==> config.mk <==
export PLATFORM = sky130hd
export DESIGN_NAME = mu_access_ctrl
export DESIGN_NICKNAME = d
export VERILOG_FILES = /design/src/rtl/mu_access_ctrl.sv
export SDC_FILE = /design/constraint.sdc
export NUM_CORES = 1
export LEC_CHECK = 0
export ABC_AREA = 1
export ABC_CLOCK_PERIOD_IN_PS = 4150
export CAP_MARGIN = 20
export CORE_MARGIN = 10
export CORE_UTILIZATION = 30
export DETAILED_ROUTE_END_ITERATION = 10
export PLACE_DENSITY = 0.6
export SETUP_SLACK_MARGIN = 0.02
export SYNTH_ARGS = -nofsm -noshare
export SYNTH_HDL_FRONTEND = slang
export SYNTH_SLANG_ARGS = --single-unit
export TNS_END_PERCENT = 20
==> constraint.sdc <==
create_clock -name clk -period 4.15 [get_ports clk]
set_input_delay 0.6225 -clock clk [delete_from_list [all_inputs] [get_ports clk]]
set_output_delay 0.6225 -clock clk [all_outputs]
set_load 0.005 [all_outputs]
==> src/rtl/mu_access_ctrl.sv <==
// mu_access_ctrl
// Memory access sequencer that sits directly in front of the memory unit
// in the multicycle MIPS datapath. It accepts byte-addressed read and write
// requests through a valid/ready handshake. It converts MIPS text and data
// addresses into memory word indices and drives the memory write enable,
// write data and address. Read data is captured into the instruction
// register (IR) or the memory data register (MDR). Misaligned requests,
// out-of-range requests and writes to the text region are answered with an
// error code and never touch the memory.
//
// Ports:
//   clk, rst          clock (rising edge), asynchronous active-high reset
//   req_valid_i       request valid
//   req_ready_o       ready; high only in IDLE
//   req_we_i          1 = write, 0 = read
//   req_dst_i         read destination: 0 = IR, 1 = MDR
//   req_addr_i        byte address
//   req_wdata_i       write data
//   rsp_valid_o       one-cycle completion pulse
//   rsp_err_o         00 ok, 01 misaligned, 10 out of range, 11 text write
//   ir_o, mdr_o       instruction / memory data registers
//   mem_we_o          memory write enable
//   mem_wd_o          memory write data
//   mem_addr_o        memory word index
//   mem_rd_i          memory read data
module mu_access_ctrl #(
  parameter int                    DATA_WIDTH = 32,
  parameter logic [DATA_WIDTH-1:0] TEXT_BASE  = 32'h0040_0000,
  parameter logic [DATA_WIDTH-1:0] DATA_BASE  = 32'h1001_0000,
  parameter int                    TEXT_WORDS = 64,
  parameter int                    DATA_WORDS = 64
) (
  input  logic                  clk,
  input  logic                  rst,
  input  logic                  req_valid_i,
  output logic                  req_ready_o,
  input  logic                  req_we_i,
  input  logic                  req_dst_i,
  input  logic [DATA_WIDTH-1:0] req_addr_i,
  input  logic [DATA_WIDTH-1:0] req_wdata_i,
  output logic                  rsp_valid_o,
  output logic [1:0]            rsp_err_o,
  output logic [DATA_WIDTH-1:0] ir_o,
  output logic [DATA_WIDTH-1:0] mdr_o,
  output logic                  mem_we_o,
  output logic [DATA_WIDTH-1:0] mem_wd_o,
  output logic [DATA_WIDTH-1:0] mem_addr_o,
  input  logic [DATA_WIDTH-1:0] mem_rd_i
);

  typedef enum logic [2:0] {
    IDLE,
    ISSUE,
    CAPTURE,
    RESP,
    FAULT
  } state_t;

  localparam logic [1:0] ERR_OK        = 2'b00;
  localparam logic [1:0] ERR_MISALIGN  = 2'b01;
  localparam logic [1:0] ERR_RANGE     = 2'b10;
  localparam logic [1:0] ERR_TEXT_WR   = 2'b11;

  localparam logic [DATA_WIDTH-1:0] TEXT_BYTES = DATA_WIDTH'(4 * TEXT_WORDS);
  localparam logic [DATA_WIDTH-1:0] DATA_BYTES = DATA_WIDTH'(4 * DATA_WORDS);
  localparam logic [DATA_WIDTH-1:0] DATA_IDX0  = DATA_WIDTH'(TEXT_WORDS);

  state_t state, state_next;

  logic                  we_q;
  logic                  dst_q;
  logic [1:0]            err_q;

  logic [DATA_WIDTH-1:0] text_off;
  logic [DATA_WIDTH-1:0] data_off;
  logic [1:0]            dec_err;
  logic [DATA_WIDTH-1:0] dec_index;
  logic                  accept;

  // Offsets wrap on underflow, so one unsigned compare against the region
  // size checks both the lower and the upper bound.
  assign text_off = req_addr_i - TEXT_BASE;
  assign data_off = req_addr_i - DATA_BASE;
  assign accept   = req_valid_i && (state == IDLE);

  // Address decode. Alignment is checked first, then the text region, then
  // the data region.
  always_comb begin
    dec_err   = ERR_OK;
    dec_index = '0;
    if (req_addr_i[1:0] != 2'b00) begin
      dec_err = ERR_MISALIGN;
    end else if (text_off < TEXT_BYTES) begin
      dec_index = text_off >> 2;
      if (req_we_i) begin
        dec_err = ERR_TEXT_WR;
      end
    end else if (data_off < DATA_BYTES) begin
      dec_index = DATA_IDX0 + (data_off >> 2);
    end else begin
      dec_err = ERR_RANGE;
    end
  end

  // State register
  always_ff @(posedge clk or posedge rst) begin
    if (rst) begin
      state <= IDLE;
    end else begin
      state <= state_next;
    end
  end

  // Next-state logic and handshake/memory control outputs. Write enable and
  // response flags are decoded from the state, so an asynchronous reset
  // drops them immediately.
  always_comb begin
    state_next  = state;
    req_ready_o = 1'b0;
    mem_we_o    = 1'b0;
    rsp_valid_o = 1'b0;
    rsp_err_o   = ERR_OK;
    case (state)
      IDLE: begin
        req_ready_o = 1'b1;
        if (req_valid_i) begin
          state_next = (dec_err != ERR_OK) ? FAULT : ISSUE;
        end
      end
      ISSUE: begin
        mem_we_o   = we_q;
        state_next = we_q ? RESP : CAPTURE;
      end
      CAPTURE: begin
        state_next = RESP;
      end
      RESP: begin
        rsp_valid_o = 1'b1;
        state_next  = IDLE;
      end
      FAULT: begin
        rsp_valid_o = 1'b1;
        rsp_err_o   = err_q;
        state_next  = IDLE;
      end
      default: begin
        state_next = IDLE;
      end
    endcase
  end

  // Request capture and read-data capture. The memory address and write data
  // are only updated for requests that will actually reach the memory, so a
  // faulted request leaves the last values on the memory bus.
  always_ff @(posedge clk or posedge rst) begin
    if (rst) begin
      we_q       <= 1'b0;
      dst_q      <= 1'b0;
      err_q      <= ERR_OK;
      mem_addr_o <= '0;
      mem_wd_o   <= '0;
      ir_o       <= '0;
      mdr_o      <= '0;
    end else begin
      if (accept) begin
        we_q  <= req_we_i;
        dst_q <= req_dst_i;
        err_q <= dec_err;
        if (dec_err == ERR_OK) begin
          mem_addr_o <= dec_index;
          mem_wd_o   <= req_wdata_i;
        end
      end
      if (state == CAPTURE) begin
        if (dst_q) begin
          mdr_o <= mem_rd_i;
        end else begin
          ir_o <= mem_rd_i;
        end
      end
    end
  end

endmodule

---- Word-level counts from Yosys, hierarchy flattened ----
Index checks and enable logic that the tools add are counted.
Widths: inputs -> output; s select.
cells by class
  equality and inequality tests ........... 5
  multiplexer cells ....................... 15
  reductions and logical operators ........ 9
  add/subtract/negate cells ............... 3
  bitwise operators ....................... 1
  $lt $le $gt $ge ......................... 2
operator list
  kind                    count
  $lt 32x9->1 const B     2
  $mux 31                 2
  $mux 32                 1
  $sub 32x23->32 const B  1
  $sub 32x29->32 const B  1
  $add 7x30->31 const A   1
  $mux 2                  5
  $pmux 3 s3              1
  $eq 3x2->1 const B      2
  $mux 3                  2
  $reduce_and 2->1        3
  $mux 1                  4
  $reduce_bool 2->1       2
  $eq 3x1->1 const B      1
  $eq 3x3->1 const B      1
  $logic_not 3->1         1
  $logic_not 2->1         1
  $ne 2x2->1 const B      1
  $reduce_or 2->1         1
  $logic_and 1x1->1       1
  $not 1->1               1
storage, ports and cells
  logic and storage cells ................. 43
  output and inout port bits .............. 133
  register bits ........................... 135

---- Logic depth before layout (Yosys ltp) ----
  depth after elaboration ................. 9
  depth in mapped cells ................... 18

---- Worst setup path after synthesis ----
OpenSTA, ideal clock, no wires.
  path kind ............................... input to register
  start point ............................. in req_addr_i[16]
  end point ............................... reg mem_wd_o[10]
  stages on the path ...................... 14
  library setup time ...................... 0.116 ns
  arrival ................................. 2.268 ns
  slack ................................... 1.765 ns
  cells stage by stage .................... inv_1 ha_1 nand3_2 or2_0 nor2_2 nand3_4 o21ai_2 nor2_1 nand2_2 inv_2 buf_6 buf_6 nand2_1 nand2_1
on the way
  cells in the longest elaborated chain, start to end .. 7
  elaborated cells on any way between the ends .. 9
RTL lines
  element                         line  source
  from (decl)                     39    input logic [DATA_WIDTH-1:0] req_addr_i,
  $sub 32x29->32                  83    assign data_off = req_addr_i - DATA_BASE;
  $lt 32x9->1                     98    end else if (data_off < DATA_BYTES) begin
  $mux 2                          98
  $mux 2 (*)                      93    end else if (text_off < TEXT_BYTES) begin
  $mux 2 (*)                      91    if (req_addr_i[1:0] != 2'b00) begin
  $logic_not 2->1 (*)             169   if (dec_err == ERR_OK) begin
  $reduce_and 2->1 (no line) (*)  --
  to (signal assigned)            171   mem_wd_o <= req_wdata_i;
  to (decl)                       46    output logic [DATA_WIDTH-1:0] mem_wd_o,
Mark *: on every way between the ends. The rest lies on a longest branch, timed or not.
A chain may end at the register's enable or synchronous reset.

---- Final worst setup path ----
  start point ............................. in req_addr_i[16]
  end point ............................... reg mem_addr_o[1]
on the way
  cells in the longest elaborated chain, start to end .. 7
  elaborated cells on any way between the ends .. 12
RTL lines
  element                     line  source
  $sub 32x29->32              83
  $lt 32x9->1                 98
  $mux 2                      98
  $mux 2                      93
  $mux 2                      91
  $logic_not 2->1             169
  $reduce_and 2->1 (no line)  --
  to (signal assigned)        170   mem_addr_o <= dec_index;
  to (decl)                   47    output logic [DATA_WIDTH-1:0] mem_addr_o,
Parallel ways exist; a longest one is shown, timed or not.

==> out/qor.csv <==
metric,value,unit
status,"complete, no violations",
worst r2r src,state[2],
worst r2r dst,mem_addr_o[1],
clock root buffer,clkbuf_16,
post-synth top area share,0.574,
"top cells by area, synth","dfrtp_1 57%, nand2_1 16%, o21ai_0 6.6%, inv_1 6.2%, nor2_1 3.2%",
DIE AREA,25500,µm²
Final HPWL DP,13500,µm
Yosys reg bits,134,
"top cells by count, synth","250 x nand2_1, 134 x dfrtp_1, 96 x inv_1",
leakage power,4.47,nW
crit path capture,mem_addr_o[1],
row count,51,
DRC viols,0,
VDD IR max,0.000262,V
via count,5059,
Crit. Startpoint,req_addr_i[16],
placed insts,1177,
most numerous cell in the Yosys netlist,nand2_1,
Placement Cell Area,8410,µm²
Mapped Nets,808,
fill count,1886,
Final Hold Fails,0,
final worst slack,1.28,ns
Post-synth EDFFs,0,
critical path class,in -> reg,
Antenna Cells,0,
WL met3,827,µm
post-synthesis cell area,5850,µm²
Gate Count Post-Synth,700,
Min-Delay Path Depth,2,
RSZ-0062 raised after global routing,no,
Max clock buf depth,2,
Final Hold Slack,0.477,ns
Global Route Usage Sum,0.140,
Total Wirelength,18000,µm
CTS resizes,0,
sequential-to-total area share from yosys stat,0.574,
ratio of final minimum period to clock period,0.691,
r2r worst-path depth,10,
Pwr per Cell Area,528,nW/µm²
Slew headroom,0.314,
"Async S/R FF share, synth",1.00,
number of detailed-route iterations in the first pass,4,
Initial Util,0.302,
post-route cell area,9020,µm²
DR vias/cell,4.18,
worst slew pin tran,1.03,ns
Placeable Area,19300,µm²
RePlAce Congestion,0.840,
layout cells sized above 1,0.0530,
H-tree depth,4,
Crit path required time,4.51,ns
WL/cell,14.9,µm
Synth Flop Type,dfrtp_1,
DR iter-0 viols,298,
max frequency,349,MHz
GRT Residual Overflow,0,
fin. max-slew vios,0,
max-cap viol count,0,
TNS Setup,0,ns
first-pass GRT wire length,28600,µm
clock-pin transition on the worst setup and hold timing paths,0.06,ns
Crit. End Element,register,
Routed met1 length,7710,µm
mean area per synthesized cell,8.35,µm²
Worst Path Max Fanout,52,
Layout Cells excl Fill,1209,
# setup viols final,0,
Setup Skew,0.00916,ns
met2 wire length,9260,µm
total setup buffers inserted after CTS,0,
Hold Path Class,reg -> reg,
crit path DAT,3.22,ns
R2R setup slack,1.98,ns
yosys warns,0,
num ports,234,
IO Port Bufs,232,
Tmin final,2.87,ns
TritonCTS clock tree,built,
DP Worst Slack,0.821,ns
largest net degree at the start of global routing,135,
number of global-route vias before repair,5092,
initial antenna violation count,0,
area delta synth->final,54.2,%
"Clk Latency, worst-skew pair",0.42,ns
Synth area leader,dfrtp_1,
max layer used,met4,
Routed Antenna Nets,0,
total CTS buffers,17,
overall die width,160,µm
hold-fix buffers at CTS,0,
die span in y,160,µm
NumNets Final,1039,
CTS sink count,134,
Synth cell types,29,
crit start category,primary input,
## cells in the final DEF (no fill, tap or decap), types with 6 or more instances in the layout
cell             instances
inv_6                    7
nand3_1                 23
o21ai_0                 77
clkdlybuf4s50_1        232
ha_1                     7
nor3_1                   6
clkbuf_16               17
nor2_1                  50
nand2_1                250
dfrtp_1                134
inv_1                   95
## registers in the layout, indices dropped and copies added, names as in the netlist
register and count:
mdr_o 32, mem_wd_o 32, err_q 2, dst_q 1
mem_addr_o 31, we_q 1, ir_o 32, state 3
## logic make-up after synthesis
logic type / synth area share
compound gates: 0.0717
xor+xnor: 0.00749
fa+ha+maj: 0.0150
buf+inv: 0.0892
flops: 0.574
mux: 0.00193
other cells: 0.000641
simple gates: 0.241
## metrics by stage
stage / utilization / total power, mW
6_report: 0.466 / 4.76
5_1_grt: 0.466 / 5.05
4_1_cts: 0.466 / 4.86
3_5_place_dp: 0.435 / 3.29
3_3_place_gp: 0.435 / 3.27
2_1_floorplan: - / 2.31
## metal layers
layer  track usage  vias to the layer above
met5             0                        -
met4        0.0396                        0
met3        0.0375                       13
met2         0.244                      112
met1         0.166                     2332
li1              -                     2602
## critical path, stage by stage
cell	delay, ns
clkdlybuf4s50_1	0.49
inv_1	0.16
ha_1	0.26
nand3_2	0.15
nand2_1	0.15
nand2_1	0.06
nand2_1	0.05
nand2_1	0.04
nor3_1	0.20
nand3_1	0.16
nand2_2	0.16
nand2_2	0.11
inv_2	0.15
buf_12	0.24
nand2_1	0.09
nand2_1	0.06
## layout make-up
type                    instances  area (µm²)  share of cell area
multi-input cells             444        1980               0.219
well taps                     265         332              0.0368
flip-flops and latches        134        3350               0.372
inverters                      97         368              0.0408
repair buffers                237        2380               0.264
clock inverters                13         161              0.0179
clock buffers                  19         443              0.0491
## worst min-delay path by stage
stage / from / endpoint / slack (ns)
4_1_cts: mem_wd_o[21] / mem_wd_o[21] / 0.48
3_5_place_dp: mem_wd_o[21] / mem_wd_o[21] / 0.46
2_1_floorplan: err_q[1] / err_q[1] / 0.45
3_3_place_gp: mem_wd_o[27] / mem_wd_o[27] / 0.46
6_report: mem_wd_o[24] / mem_wd_o[24] / 0.48
5_1_grt: mdr_o[16] / mdr_o[16] / 0.50
## power by group
part           total (mW)  internal, mW  switching (mW)  leakage [nW]
combinational        1.40         0.814           0.588          2.54
clock                1.53         0.920           0.614         0.289
sequential           1.83          1.65           0.178          1.64
Note: power is estimated with default switching activity, not from simulation.
